--- config.mk ---
export PLATFORM = sky130hd
export DESIGN_NAME = lookahead_up_down_counter
export DESIGN_NICKNAME = d
export VERILOG_FILES = /design/src/rtl/lookahead_up_down_counter.sv
export SDC_FILE = /design/constraint.sdc
export NUM_CORES = 1
export LEC_CHECK = 0
export BUFFER_PORTS_ARGS = -buffer_cell sky130_fd_sc_hd__buf_2
export CAP_MARGIN = 20
export CORE_AREA = 4 4 41 43
export CTS_BUF_LIST = sky130_fd_sc_hd__clkbuf_2 sky130_fd_sc_hd__clkbuf_4 sky130_fd_sc_hd__clkbuf_8
export CTS_CLUSTER_SIZE = 40
export DETAILED_ROUTE_END_ITERATION = 16
export DIE_AREA = 0 0 45 47
export PLACE_DENSITY_LB_ADDON = 0.05
export SYNTH_ARGS = -nofsm -noshare
export SYNTH_HDL_FRONTEND = slang
export SYNTH_SLANG_ARGS = --single-unit
--- constraint.sdc ---
create_clock -name clk -period 2 [get_ports clk]
set_input_delay 0.3 -clock clk [delete_from_list [all_inputs] [get_ports clk]]
set_output_delay 0.3 -clock clk [all_outputs]
set_load 0.02 [all_outputs]
--- src/rtl/lookahead_up_down_counter.sv ---
// Registered up/down counter with prefix-AND lookahead step, clamped load, programmable bound,
// wrap pulse and sticky overflow. Define COUNTER_SATURATE_EN to hold at a bound instead of wrapping.
module lookahead_up_down_counter #(
    parameter int WIDTH   = 4,
    parameter int MAX_VAL = (1 << WIDTH) - 1
) (
    input  logic             clk,
    input  logic             rst,
    input  logic             en,
    input  logic             up,
    input  logic             load,
    input  logic [WIDTH-1:0] d,
    input  logic             clr_ovf,
    output logic [WIDTH-1:0] q,
    output logic             wrap,
    output logic             ovf
);

    localparam logic [WIDTH-1:0] MAX_Q = WIDTH'(MAX_VAL);

    logic [WIDTH-1:0] r_q;
    logic             r_wrap;
    logic             r_ovf;

    logic [WIDTH-1:0] w_carry;
    logic [WIDTH-1:0] w_borrow;
    logic [WIDTH-1:0] w_inc;
    logic [WIDTH-1:0] w_dec;
    logic             w_at_max;
    logic             w_at_zero;
    logic             w_bound;
    logic             w_step;
    logic             w_set_ovf;
    logic [WIDTH-1:0] w_load_val;
    logic [WIDTH-1:0] w_step_val;

    // Each bit toggles when every lower bit is 1 (increment) or 0 (decrement).
    assign w_carry[0]  = 1'b1;
    assign w_borrow[0] = 1'b1;
    genvar gi;
    generate
        for (gi = 1; gi < WIDTH; gi++) begin : g_lookahead
            assign w_carry[gi]  = &r_q[gi-1:0];
            assign w_borrow[gi] = &(~r_q[gi-1:0]);
        end
    endgenerate

    assign w_inc = r_q ^ w_carry;
    assign w_dec = r_q ^ w_borrow;

    assign w_at_max   = (r_q == MAX_Q);
    assign w_at_zero  = (r_q == '0);
    assign w_bound    = up ? w_at_max : w_at_zero;
    assign w_step     = en & ~load;
    assign w_set_ovf  = w_step & w_bound;
    assign w_load_val = (d > MAX_Q) ? MAX_Q : d;

    always_comb begin
        w_step_val = up ? w_inc : w_dec;
        if (w_bound) begin
`ifdef COUNTER_SATURATE_EN
            w_step_val = r_q;
`else
            w_step_val = up ? '0 : MAX_Q;
`endif
        end
    end

    always_ff @(posedge clk) begin
        if (rst) begin
            r_q    <= '0;
            r_wrap <= 1'b0;
            r_ovf  <= 1'b0;
        end else begin
            if (load) begin
                r_q <= w_load_val;
            end else if (en) begin
                r_q <= w_step_val;
            end
            r_wrap <= w_set_ovf;
            // A boundary event in the same cycle as clr_ovf keeps the flag set.
            r_ovf  <= w_set_ovf | (r_ovf & ~clr_ovf);
        end
    end

    assign q    = r_q;
    assign wrap = r_wrap;
    assign ovf  = r_ovf;

endmodule

==> metrics <==
status=complete, no violations; post-synth top area share=34.04%; Worst R2R Start=q[0]$_SDFFE_PP0P_; Net Switching=95.32 µW; Worst Hold Path Cells=2; max-slew violation count=0; Final Net Count=69; Final Hold Fails=0; max cap viols=0; Die Wd=45 µm; RSZ-0062 raised after global routing=no; die height=47 µm; # DRC=0; Synth area leaders=dfxtp_1 34%, a2111oi_2 8.5%, inv_1 4.3%; clock skew=0.008267 ns; Flop pwr share=43.5%; area occupied by multi-input gates=209.0 µm²; Total GRT Usage=9.968%; Power Density=693.8 mW/mm²; Critical Path AT=1.38 ns; # rows=13; worst hold path startpoint=clr_ovf; largest net degree at the start of global routing=11; First-pass DRT Iterations=2; post-synthesis sequential area ratio=34.04%; io pins=16; Antenna diodes=0; total global routing overflow=0; Clock Sinks=6; Hold Worst Slack=0.2626 ns; total power draw=319.5 µW; min-delay worst type=in -> reg; Num CTS Buffers=3; Slew headroom=73.63%; Mean Syn Cell Area=8.606 µm²; critical path startpoint category=flop; post-synth net total=51; antenna violations before repair=0; Syn Inst Count=41; leakage power=0.2101 nW; RR Endpoint=q[2]$_SDFFE_PP0P_; Place WS=0.7165 ns; post-route clock period utilization=61.48%; core area=0.001301 mm²; Ys Warns=0; Setup-failing EPs final=0; final setup TNS=0 ns; CTS max path bufs=2; vias in the first global route=354; Hold EP=ovf$_SDFF_PP0_; DRT Wirelength=894 µm; number of port buffers=15; CTS Hold Bufs=0; Worst-path clk slew=0.05 ns; first-pass GRT wire length=1.490 mm; Pint=224.1 µW; final worst path period need=1.230 ns; clk_lat worst skew=0.25 ns; Filler Cells Inserted=156; Layout Area Growth over Synthesis=30.50%; starting density of the core=27.12%; Clock power frac=35.3%; Initial DRC Count=2; setup ws final=0.7704 ns; Comb power frac=21.2%; Worst Path Max Fanout=7; CTS H-tree depth=1; Via density=5.125; Yosys top cell by area=dfxtp_1; CTS tree=yes; register bit total from synthesis=6; Req. time, crit path=2.15 ns; GP Congestion=0.7131; routed via count=369; # resized after CTS=0; clk root buf=clkbuf_4; R2R depth=3; type of the worst setup path=reg -> reg; Switching Fraction=29.84%; Avg WL per Cell=12.42 µm; VDD IR max=0.3442 mV; Final ANT Viol Nets=0; fraction of layout cells with a size suffix above 1=38.60%; Synth Cell Area=352.8 µm²; register area=120.1 µm²; Die ar.=0.002115 mm²; Netlist cell types=26; R2R Setup Slk=0.77 ns; Tightest Pin Transition=0.3920 ns; Achievable Freq=0.8133 GHz; Setup crit end kind=flop; Post-CTS Setup Repair Bufs=0
-- state kept, by name, summed over array words and instances (netlist names) --
signal / count
ovf: 1
q: 4
wrap: 1
-- area by class of cell --
cell class | instances | share of cell area [%]
flip-flops and latches | 6 | 26.09
inverters | 4 | 3.261
repair buffers | 15 | 16.30
well taps | 15 | 4.076
clock buffers | 3 | 4.891
multi-input cells | 29 | 45.38
-- cells in the final DEF, fill, tap and decap left out --
master	Yosys	routed
o32ai_1	1	1
nand3_1	2	2
and3_2	1	1
a31oi_1	1	1
nor4_1	1	1
inv_1	4	4
or4_1	1	1
o21ai_0	1	1
nor4b_1	1	1
mux2i_1	1	1
dfxtp_1	6	6
xor2_1	1	1
and3_1	1	1
o2111ai_1	1	1
buf_2	1	15
nor3_1	2	2
a2111oi_2	2	2
nand2b_1	1	1
and4_4	1	1
clkbuf_4	0	3
a311o_1	1	1
nand2_1	2	2
nor2_1	4	4
o2111a_1	1	1
a21oi_1	1	1
xnor2_1	1	1
-- through the flow --
step	cells	instance area [µm²]	util [%]
floorplan	41	352.8	-
global route	72	460.4	35.38
CTS	72	460.4	35.38
detailed placement	69	437.9	33.65
finish	72	460.4	35.38
global placement	69	437.9	33.65
-- synth_stat cells --
master / n
o32ai_1: 1
clkbuf_1: 1
nor4b_1: 1
dfxtp_1: 6
inv_1: 4
o2111a_1: 1
and3_2: 1
a2111oi_2: 2
and4_4: 1
or4_1: 1
xnor2_1: 1
nor2_1: 4
mux2i_1: 1
buf_2: 1
a311o_1: 1
nor3_1: 2
nand2b_1: 1
o2111ai_1: 1
a31oi_1: 1
nor4_1: 1
o21ai_0: 1
xor2_1: 1
nand2_1: 2
and3_1: 1
nand3_1: 2
a21oi_1: 1
-- power by group through the flow --
stage / Clock (mW) / Combinational (mW) / Sequential (mW)
after CTS: 0.119 / 0.0683 / 0.139
final: 0.113 / 0.0677 / 0.139
after detailed placement: 0 / 0.0678 / 0.141
after floorplan: 0 / 0.0335 / 0.150
after global routing: 0.124 / 0.0747 / 0.141
after global placement: 0 / 0.0664 / 0.141
-- worst max-delay path, stage by stage (launching register included) --
cell and delay [ns]:
dfxtp_1 0.37, and3_1 0.21, o2111a_1 0.25, a2111oi_2 0.31
-- worst max path at each step --
stage,endpoint,depth (start not counted),startpoint,slack (ns)
after global routing,q[2]$_SDFFE_PP0P_,3,q[0]$_SDFFE_PP0P_,0.69
after global placement,q[2]$_SDFFE_PP0P_,4,up,0.72
after detailed placement,q[2]$_SDFFE_PP0P_,4,up,0.72
after CTS,q[2]$_SDFFE_PP0P_,3,q[0]$_SDFFE_PP0P_,0.77
after floorplan,q[2]$_SDFFE_PP0P_,3,q[0]$_SDFFE_PP0P_,0.73
final,q[2]$_SDFFE_PP0P_,3,q[0]$_SDFFE_PP0P_,0.77
-- layer usage --
| layer | routed length [µm] | up-vias | track usage (%) |
|---|---|---|---|
| met2 | 368 | 14 | 15.25 |
| met5 | 0 | - | 0 |
| met3 | 93 | 2 | 4.981 |
| met1 | 416 | 165 | 10.73 |
| li1 | - | 188 | - |
| met4 | 15 | 0 | 7.018 |
-- cell families after synthesis --
group | after synthesis | synth area share [%]
AO/OA/AOI/OAI | 9 | 24.11
flip-flops | 6 | 34.04
AND/OR/NAND/NOR | 17 | 27.31
buffers and inverters | 6 | 6.734
XOR/XNOR | 2 | 4.965
multiplexers | 1 | 2.837
No activity file was read; power rests on OpenSTA's default activity.
